File: config.mk
export PLATFORM = sky130hd
export DESIGN_NAME = ps2_host_tx
export DESIGN_NICKNAME = d
export VERILOG_FILES = /design/src/rtl/ps2_pkg.sv /design/src/rtl/ps2_sync_edge.sv /design/src/rtl/ps2_host_tx.sv
export SDC_FILE = /design/constraint.sdc
export NUM_CORES = 1
export LEC_CHECK = 0
export CORE_ASPECT_RATIO = 1.5
export CORE_UTILIZATION = 62
export CTS_CLUSTER_SIZE = 25
export DETAILED_ROUTE_END_ITERATION = 8
export PLACE_DENSITY = 0.84
export SLEW_MARGIN = 20
export SYNTH_ARGS = -nofsm -noshare
export SYNTH_HDL_FRONTEND = slang
export SYNTH_SLANG_ARGS = --single-unit
File: constraint.sdc
create_clock -name clk -period 4.7 [get_ports clk]
set_input_delay 1.41 -clock clk [delete_from_list [all_inputs] [get_ports clk]]
set_output_delay 1.41 -clock clk [all_outputs]
set_load 0.02 [all_outputs]
File: src/rtl/ps2_pkg.sv
// ps2_pkg: shared PS/2 definitions (states, result codes, command bytes, frame builder)
package ps2_pkg;
  typedef logic [2:0] ps2_state_t;
  localparam ps2_state_t PS2_ST_IDLE      = 3'd0;
  localparam ps2_state_t PS2_ST_INHIBIT   = 3'd1;
  localparam ps2_state_t PS2_ST_START     = 3'd2;
  localparam ps2_state_t PS2_ST_DATA      = 3'd3;
  localparam ps2_state_t PS2_ST_ACK       = 3'd4;
  localparam ps2_state_t PS2_ST_WAIT_IDLE = 3'd5;
  localparam ps2_state_t PS2_ST_DONE      = 3'd6;
  localparam logic [1:0] PS2_ERR_OK      = 2'b00;
  localparam logic [1:0] PS2_ERR_TIMEOUT = 2'b01;
  localparam logic [1:0] PS2_ERR_NOACK   = 2'b10;
  localparam logic [1:0] PS2_ERR_STUCK   = 2'b11;
  localparam logic [7:0] PS2_CMD_SETLED = 8'hED;
  localparam logic [7:0] PS2_CMD_RESET  = 8'hFF;
  localparam logic [7:0] PS2_CMD_ENABLE = 8'hF4;
  localparam logic [7:0] PS2_RSP_ACK    = 8'hFA;
  // shift-out order is bit 0 first: data LSB..MSB, odd parity, stop
  function automatic logic [9:0] ps2_frame(input logic [7:0] b);
    return {1'b1, ~^b, b};
  endfunction
endpackage

File: src/rtl/ps2_sync_edge.sv
// ps2_sync_edge: 2-FF synchronizers for PS/2 clk/dat pins plus a registered falling-edge strobe on clk
//   clk, reset_n   system clock, asynchronous active-low reset
//   clk_in, dat_in raw asynchronous pin values
//   clk_s, dat_s   synchronized pin values (reset to idle-high)
//   clk_fall       one-cycle strobe when synchronized clk goes 1->0
module ps2_sync_edge (
  input  logic clk,
  input  logic reset_n,
  input  logic clk_in,
  input  logic dat_in,
  output logic clk_s,
  output logic dat_s,
  output logic clk_fall
);
  logic clk_m, dat_m, clk_d;
  always_ff @(posedge clk or negedge reset_n)
    if (!reset_n) begin
      {clk_m, clk_s, clk_d, dat_m, dat_s} <= '1;
      clk_fall <= 1'b0;
    end else begin
      clk_m <= clk_in;
      clk_s <= clk_m;
      clk_d <= clk_s;
      dat_m <= dat_in;
      dat_s <= dat_m;
      clk_fall <= clk_d & ~clk_s;
    end
endmodule

File: src/rtl/ps2_host_tx.sv
// ps2_host_tx: PS/2 host-to-device command transmitter (inhibit, start/data/parity/stop, ACK, timeouts)
//   clk, reset_n             system clock, asynchronous active-low reset
//   data_in, R_I             command byte and single-cycle request strobe (ignored while busy)
//   R_O, busy, err           completion strobe, busy flag, result code (held until next accept)
//   PS2_clk_in, PS2_dat_in   raw asynchronous pin values
//   PS2_clk_oe, PS2_dat_oe   1 pulls the corresponding open-drain line low
//   Define PS2_HOST_TX_RETRY_EN to retransmit once automatically after a timeout or missing ACK.
module ps2_host_tx
  import ps2_pkg::*;
#(
  parameter int INHIBIT_CYC = 10000,
  parameter int TIMEOUT_CYC = 2000000
) (
  input  logic       clk,
  input  logic       reset_n,
  input  logic [7:0] data_in,
  input  logic       R_I,
  output logic       R_O,
  output logic       busy,
  output logic [1:0] err,
  input  logic       PS2_clk_in,
  input  logic       PS2_dat_in,
  output logic       PS2_clk_oe,
  output logic       PS2_dat_oe
);
  localparam int CW = $clog2((INHIBIT_CYC > TIMEOUT_CYC ? INHIBIT_CYC : TIMEOUT_CYC) + 1);
  ps2_state_t state;
  logic [9:0] frame;
  logic [3:0] bcnt;
  logic [CW-1:0] cnt;
  logic clk_s, dat_s, fall;
  logic timed_out, in_frame, fin;
  logic [1:0] code;
`ifdef PS2_HOST_TX_RETRY_EN
  logic [7:0] byte_q;
  logic retried;
`endif
  ps2_sync_edge u_sync (
    .clk(clk),
    .reset_n(reset_n),
    .clk_in(PS2_clk_in),
    .dat_in(PS2_dat_in),
    .clk_s(clk_s),
    .dat_s(dat_s),
    .clk_fall(fall)
  );
  // a falling edge in the expiry cycle takes priority over the timeout
  always_comb begin
    timed_out = cnt == CW'(TIMEOUT_CYC - 1);
    in_frame = state == PS2_ST_START || state == PS2_ST_DATA || state == PS2_ST_ACK;
    fin = (in_frame && !fall && timed_out) ||
          (state == PS2_ST_ACK && fall && dat_s) ||
          (state == PS2_ST_WAIT_IDLE && ((clk_s && dat_s) || timed_out));
    code = in_frame ? (fall ? PS2_ERR_NOACK : PS2_ERR_TIMEOUT) : (clk_s && dat_s ? PS2_ERR_OK : PS2_ERR_STUCK);
  end
  always_ff @(posedge clk or negedge reset_n)
    if (!reset_n) begin
      state <= PS2_ST_IDLE;
      frame <= '0;
      bcnt <= '0;
      cnt <= '0;
      R_O <= 1'b0;
      busy <= 1'b0;
      err <= PS2_ERR_OK;
      PS2_clk_oe <= 1'b0;
      PS2_dat_oe <= 1'b0;
`ifdef PS2_HOST_TX_RETRY_EN
      byte_q <= '0;
      retried <= 1'b0;
`endif
    end else begin
      R_O <= 1'b0;
      cnt <= cnt + CW'(1);
`ifdef PS2_HOST_TX_RETRY_EN
      if (fin && !retried && (code[0] ^ code[1])) begin
        state <= PS2_ST_INHIBIT;
        frame <= ps2_frame(byte_q);
        bcnt <= '0;
        cnt <= '0;
        PS2_clk_oe <= 1'b1;
        PS2_dat_oe <= 1'b0;
        retried <= 1'b1;
      end else
`endif
      if (fin) begin
        state <= PS2_ST_DONE;
        R_O <= 1'b1;
        busy <= 1'b0;
        err <= code;
        PS2_clk_oe <= 1'b0;
        PS2_dat_oe <= 1'b0;
      end else
        case (state)
          PS2_ST_IDLE, PS2_ST_DONE: begin
            state <= R_I ? PS2_ST_INHIBIT : PS2_ST_IDLE;
            if (R_I) begin
              frame <= ps2_frame(data_in);
              bcnt <= '0;
              cnt <= '0;
              busy <= 1'b1;
              PS2_clk_oe <= 1'b1;
`ifdef PS2_HOST_TX_RETRY_EN
              byte_q <= data_in;
              retried <= 1'b0;
`endif
            end
          end
          PS2_ST_INHIBIT: begin
            if (cnt == CW'(INHIBIT_CYC - 2))
              PS2_dat_oe <= 1'b1;
            if (cnt == CW'(INHIBIT_CYC - 1)) begin
              state <= PS2_ST_START;
              cnt <= '0;
              PS2_clk_oe <= 1'b0;
            end
          end
          PS2_ST_START, PS2_ST_DATA:
            if (fall) begin
              PS2_dat_oe <= ~frame[0];
              frame <= {1'b1, frame[9:1]};
              bcnt <= bcnt + 4'd1;
              cnt <= '0;
              state <= bcnt == 4'd9 ? PS2_ST_ACK : PS2_ST_DATA;
            end
          PS2_ST_ACK:
            if (fall) begin
              state <= PS2_ST_WAIT_IDLE;
              cnt <= '0;
            end
          PS2_ST_WAIT_IDLE: ;
          default: state <= PS2_ST_IDLE;
        endcase
    end
endmodule

Yosys cells after proc, flatten, opt, wreduce, memory -nomap -nowiden. Cells that the tools add are included. Widths: inputs -> output; s select.

Logic and storage cells: 98. Input port bits: 13. Output and inout bits: 6. Register bits: 50.

Bitwise operators: 4. Eq/ne operators: 18. Reduce and logical (&&, ||, !) cells: 27. Mux-type cells: 32. Add/sub/neg operators: 2.

Operators by type and width (count): $mux 21 (4); $pmux 21 s3 (1); $eq 21x14->1 const B (2); $add 21x1->21 const B (1); $eq 21x21->1 const B (1); $mux 10 (2); $pmux 10 s2 (1); $mux 3 (5); $pmux 3 s5 (1); $mux 1 (10); $eq 3x3->1 const B (3); $ne 3x3->1 const B (3); $mux 4 (2); $pmux 4 s2 (1); $reduce_and 4->1 (2); $reduce_xnor 8->1 (1); $eq 3x2->1 const B (2); $logic_and 1x1->1 (6); $mux 2 (3); $ne 3x2->1 const B (2); $reduce_and 3->1 (2); $reduce_bool 2->1 (3); $reduce_bool 3->1 (2); $logic_or 1x1->1 (5); 13 further kinds (18).

Depth between registers and ports, before layout. Gate-level depths: netlist of the first run.

Word-level depth: 9. Depth in mapped cells: 7. Gate-level depth less buffers: 7.

By module. From an unflattened synthesis of the first run, not the netlist that was laid out.

Cell total of the unflattened synthesis: 254. Area total of the unflattened synthesis: 2478.6 µm².

By module, submodules not included: ps2_host_tx (seq. area each 1101.1 µm², area each 2308.5 µm², times used 1, cells each 247); ps2_sync_edge (seq. area each 156.4 µm², area each 170.2 µm², times used 1, cells each 7).

Worst setup path before layout of the first run. OpenSTA, ideal clock, no wires.

Path type: input -> register. From: in R_I. To: reg frame[8]. Arrival time: 2406 ps. Library setup time: 138 ps. Required time: 4562 ps. Buffers on the path: 1. Stages on the path: 5. Setup slack: 2155 ps. Cell sequence: inv_1 > or4_1 > clkbuf_1 > nand3_1 > o211ai_1.

Longest elaborated chain between the ends: 2.

RTL lines: from (decl) (line ps2_host_tx.sv:17) `input logic R_I,`; $ne 2x2->1 (no source line); $reduce_and 4->1 (no source line); to (signal assigned) (line ps2_host_tx.sv:97) `frame <= ps2_frame(data_in);`; to (signal assigned) (line ps2_host_tx.sv:120) `frame <= {1'b1, frame[9:1]};`; to (decl) (line ps2_host_tx.sv:28) `logic [9:0] frame;`.

Every way passes these cells. A chain may end at the register's enable or synchronous reset.

Worst setup path after layout of the first run.
From: in R_I. To: reg frame[1].

Same word-level chain as after synthesis.

==> results of run 1 <==
==> layout make-up <==
class,count,share of cell area (%)
well taps,45,1.97
clock buffers,6,2.89
multi-input cells,191,43.3
repair buffers,19,6.49
clock inverters,2,0.438
flip-flops and latches,50,44.0
inverters,7,0.920
==> kinds of logic (layout without fill, tap and decap cells) <==
logic type                 after synthesis  in the layout
adders and majority gates                4              4
AOI/OAI and AO/OA                       31             31
buffers and inverters                   14             34
and+or+nand+nor                        127            127
muxes                                    1              1
xor gates and xnor gates                28             28
DFF                                     50             50
==> routing by layer <==
| metal | track usage, % | part of all wire [%] | vias to the layer above |
|---|---|---|---|
| met5 | 0 | 0 | - |
| met4 | 10.3 | 1.7 | 0 |
| met3 | 5.62 | 3.4 | 6 |
| met2 | 44.1 | 55 | 37 |
| met1 | 25.4 | 40 | 887 |
| li1 | - | - | 914 |
==> how the worst max path moves through the flow <==
stage	from	to	cells past startpoint
finish	R_I	frame[1]	6
global route	R_I	frame[1]	6
CTS	R_I	frame[7]	6
detailed placement	R_I	frame[7]	6
global placement	R_I	frame[1]	6
floorplan	R_I	frame[8]	5
==> synthesized netlist by cell type, types with 2 or more instances <==
cell,instances,area [sq um]
nor2_2,20,125
nand2_1,24,90.1
xnor2_1,11,96.3
nor3_1,6,30.0
ha_1,4,50.1
clkbuf_1,2,7.51
o211ai_1,2,15.0
o22ai_1,9,56.3
nor4_1,3,18.8
inv_1,7,26.3
and3_1,2,12.5
nand3_1,13,65.1
a21oi_1,6,30.0
o21a_1,2,15.0
nand3b_1,2,15.0
or3_1,3,18.8
and4_1,2,17.5
o21ai_0,7,35.0
xor2_1,17,149
dfstp_2,5,131
and2_1,2,12.5
buf_6,3,33.8
nor2b_1,3,18.8
nor2_1,29,109
dfrtp_1,45,1130
nand4_1,7,43.8
==> sequential cells by signal (all words and copies together), names as in the netlist, 2 cells and up <==
signal / cells
frame: 10
state: 3
bcnt: 4
cnt: 21
err: 2
==> metrics by stage <==
stage	std cells	util [%]	setup WS, ns	area, sq um	total power, W
3_3_place_gp	312	69.7	1.50	2760	0.000483
4_1_cts	320	72.1	1.79	2850	0.000740
3_5_place_dp	312	69.7	1.47	2760	0.000484
6_report	320	72.1	1.78	2860	0.000734
2_1_floorplan	255	-	2.16	2570	0.000461
5_1_grt	320	72.1	1.63	2860	0.000759
==> power breakdown <==
group	switching [W]	internal [W]
registers	0.00000318	0.000436
logic	0.0000177	0.0000178
clock network	0.000141	0.000118
total	0.000161	0.000572
==> flow_summary.toml, run 1 <==
[synth]
synthAdderAreaFrac_pct = 1.95
syn-cell-area_sq_mm = 0.00257
synth-main-ff-cell = "dfrtp_1"
synth_top_family_by_area = "simple AND/OR/NAND/NOR gates"
avgSynthCellArea_sq_um = 10.1
synth-edff-count = 0
synth_xor_area_share_pct = 9.54
async_flop_share_pct = 100
synth-simple-area-share_pct = 27.7
synthMuxAreaShare_pct = 0.438
ys_warn_count = 0
syn-num-nets = 272
yosysSeqAreaShare_pct = 48.9
synth-seq-cells = 50
synthCells = 255
netlist-cell-type-count = 45
synth_compound_area_share_pct = 8.47

[worst_setup_path]
worst_ep_required_time_ns = 4.95
startpoint_type = "input port"
critPathTopFamily = "simple AND/OR/NAND/NOR gates"
cp_max_fo = 13
cp-end-kind = "flop"
crit_path_top_delay_cell = "or4_1"
cpMostUsedCell = "nor2_1"
path_cells = "clkdlybuf4s50_1, inv_1, or4_1, nand2_1, nor2_1, nor2_1"
critPathBufInv = 2
worstPathArrival_ns = 3.17
criticalPathCategory = "input port to flop"
rr_startpoint = "cnt[0]"
rr_worst_depth = 7
regToRegEndpoint = "cnt[10]"
critPathMaxStageDelay_ns = 0.72
r2r_slack_ns = 2.51

[clock_tree]
clock_latency_ns = 0.31
clkTransAtPathRegs_ns = 0.09
holdBufCountCts = 0
cts_root_buffer = "clkbuf_8"
numCtsBuffers = 5
cts_tree = "built"
clock_path_buffers = 2
clock_sinks = 50
cts_setup_buffers = 0
htreeDepth = 2
cts-resized-gates = 0

[global_route]
antenna_found_initial = 0
globalRoute.totalOverflow = 0
grt_pass1_vias = 1813
grt_use_total_pct = 24.3
grt_max_degree = 51
grt_pass1_wl_microns = 7670

[power]
ir_worst_vdd_uv = 238
leakagePower_nw = 1.25
power.density_mw_per_mm2 = 257

[routing]
drc = 0
via_per_inst = 5.76
drtAntennaViolNets = 0
num_vias = 1844
first_pass_iters = 5
drtIter0Drc = 43
wirelength_microns = 4610
wire_per_inst_microns = 14.4

[run]
max_cap_viol_count = 0

[floorplan]
pin_count = 19
start_util_pct = 64.9
dieArea_sq_mm = 0.00441
die_w_microns = 54.6
core-area_sq_mm = 0.00396
die_h_microns = 80.9
fp-row-count = 28

[sta]
fmax_ghz = 0.343
finalHoldViolCount = 0
relSlewSlack_pct = 42.1
finalSetupTns_ns = 0
rsz0062_at_grt = "false"
worstMarginPinSlew_ns = 0.861
period_minus_slack_ns = 2.92
finalSetupViolCount = 0
period_share_pct = 62.1
timing.hold.ws_ns = 0.353
slew_viol_final = 0
skew_ns = 0.0100

[final_layout]
antennaDiodeCount = 0
drive_above_1_share_pct = 16.0
fillers = 306
register_area_sq_mm = 0.00126
final_cell_mix = "45 x dfrtp_1, 29 x nor2_1, 24 x nand2_1"
layout_commonest_cell = "dfrtp_1"
area_delta_synth_final_pct = 11.1
layout.nets = 291
multiInputGateArea_sq_mm = 0.00123

[placement]
dp_hpwl_microns = 3380
place_congestion = 0.902
io_buffers = 18

[hold_path]
hold_class = "flop to flop"
hold_end = "u_sync.clk_s"
min_from = "u_sync.clk_m"
holdPathStages = 0

[run_status]
status = "completed"
(Power assumes the default switching activity.)
==> inputs of run 2 (changes only) <==
--- a/config.mk
+++ b/config.mk
@@ -6,10 +6,10 @@
 export NUM_CORES = 1
 export LEC_CHECK = 0
 export CORE_ASPECT_RATIO = 1.5
-export CORE_UTILIZATION = 62
+export CORE_UTILIZATION = 58
 export CTS_CLUSTER_SIZE = 25
 export DETAILED_ROUTE_END_ITERATION = 8
-export PLACE_DENSITY = 0.84
+export PLACE_DENSITY = 0.79
 export SLEW_MARGIN = 20
 export SYNTH_ARGS = -nofsm -noshare
 export SYNTH_HDL_FRONTEND = slang
==> constraint.sdc (replaced) <==
create_clock -name clk -period 2.8 [get_ports clk]
set_input_delay 0.84 -clock clk [delete_from_list [all_inputs] [get_ports clk]]
set_output_delay 0.84 -clock clk [all_outputs]
set_load 0.02 [all_outputs]
==> run 2 against run 1 <==
Clock skew about the same. Sequential power up 68%. Clock-buffer cell count down 1. Setup slack worse by 1.4 ns. Register-to-register slack worse by 1.8 ns. Global-route usage down 1.6 points. Sequential share of layout area down 0.61 points. Critical endpoint is now frame[0]. Largest cell class unchanged.
==> flow_summary.toml, run 2 (synthesis gave the netlist of run 1 again) <==
[placement]
place_area_sq_mm = 0.00280
io_buffers = 18
place_congestion = 0.842
dp_hpwl_microns = 3450
post-place-cells = 317

[sta]
period_share_pct = 85.2
fmax_ghz = 0.419
finalHoldViolCount = 0
finalSetupTns_ns = 0
rsz0062_at_grt = "false"
finalSetupViolCount = 0
relSlewSlack_pct = 59.8
skew_ns = 0.00967
period_minus_slack_ns = 2.39
slew_viol_final = 0
worstMarginPinSlew_ns = 0.598
timing.hold.ws_ns = 0.357

[final_layout]
regMostFlops = "cnt"
final_cell_mix = "45 x dfrtp_1, 29 x nor2_1, 24 x nand2_1"
antennaDiodeCount = 0
largest_register_ffs = 21
fillers = 359
stdcell_count = 325
final_area_sq_mm = 0.00290
layout.nets = 295
drive_above_1_share_pct = 17.2
layout_commonest_cell = "dfrtp_1"
area_delta_synth_final_pct = 12.7
reg_top3 = "cnt: 21 flops, frame: 10 flops, bcnt: 4 flops"

[power]
p_total_w = 0.00123
power.density_mw_per_mm2 = 424
leakagePower_nw = 1.27
ir_worst_vdd_uv = 320

[floorplan]
core-area_sq_mm = 0.00425
dieArea_sq_mm = 0.00471
pin_count = 19
fp-row-count = 29
die_h_microns = 83.5
die_w_microns = 56.4
start_util_pct = 60.5

[routing]
num_vias = 1849
drc = 0
drtAntennaViolNets = 0
drtIter0Drc = 82
wire_per_inst_microns = 14.4
wirelength_microns = 4690
via_per_inst = 5.69
first_pass_iters = 4

[clock_tree]
clock_sinks = 50
clock_path_buffers = 2
holdBufCountCts = 0
clkTransAtPathRegs_ns = 0.10
cts_root_buffer = "clkbuf_8"
htreeDepth = 2
clock_latency_ns = 0.31
cts_tree = "built"
cts_setup_buffers = 0
cts-resized-gates = 0
numCtsBuffers = 5

[worst_setup_path]
cpMostUsedCell = "nor2_1"
cp_max_fo = 13
critPathBufInv = 2
startpoint_type = "input port"
r2r_slack_ns = 0.66
critPathTopFamily = "simple AND/OR/NAND/NOR gates"
path_cells = "clkdlybuf4s50_1, inv_1, or4_1, nand2_1, nor2_1, nor2_1"
criticalPathCategory = "input port to flop"
cp-end-kind = "flop"
crit_path_top_delay_cell = "or4_1"
worstPathArrival_ns = 2.63
critPathMaxStageDelay_ns = 0.73
worst_ep_required_time_ns = 3.04

[global_route]
antenna_found_initial = 0
grt_pass1_vias = 1877
globalRoute.totalOverflow = 0
grt_pass1_wl_microns = 8480
grt_use_total_pct = 22.7
grt_max_degree = 27

[run_status]
status = "completed"

[run]
max_cap_viol_count = 0

[hold_path]
hold_class = "flop to flop"
-- run 2: path summary, 6_finish.rpt --
kind | from | cells past startpoint | end
max | R_I | 6 | frame[0]
min | u_sync.clk_m | 0 | u_sync.clk_s
max reg2reg | cnt[0] | 7 | cnt[9]
min reg2reg | u_sync.clk_m | 0 | u_sync.clk_s
max in group asynchronous | reset_n | 2 | cnt[13]
min in group asynchronous | reset_n | 1 | frame[4]
-- run 2: where the power goes --
| part | leakage (nW) | switching, W | internal, W |
|---|---|---|---|
| Sequential | 0.636 | 0.00000524 | 0.000732 |
| Combinational | 0.592 | 0.0000313 | 0.0000312 |
| Clock | 0.0447 | 0.000248 | 0.000181 |
-- run 2: layer usage --
metal	global-route usage, %	vias up	wire length (microns)
met5	0	-	0
li1	-	923	-
met4	7.54	0	63
met3	3.72	7	119
met2	41.2	29	2550
met1	26.6	890	1960
-- run 2: layout make-up --
class | instances | area [sq um] | share of cell area, %
inverters | 7 | 26.3 | 0.908
well taps | 46 | 57.6 | 1.99
clock buffers | 5 | 68.8 | 2.38
multi-input cells | 191 | 1230 | 42.7
repair buffers | 23 | 225 | 7.78
flip-flops and latches | 50 | 1260 | 43.4
clock inverters | 3 | 25.0 | 0.864
-- run 2: worst reg2reg max path: stages, from the launching register on --
cell and delay (ns):
dfrtp_1 0.44, ha_1 0.24, nand3_2 0.14, or3_1 0.44, o31ai_4 0.42, a211oi_4 0.09
buf_12 0.19, nor2_2 0.12
-- run 2: per-stage QoR --
step	worst slack [ns]	utilization [%]
finish	0.414	68.2
CTS	0.430	68.2
floorplan	0.825	-
detailed placement	0.111	66.0
global placement	0.165	66.0
global route	0.291	68.2
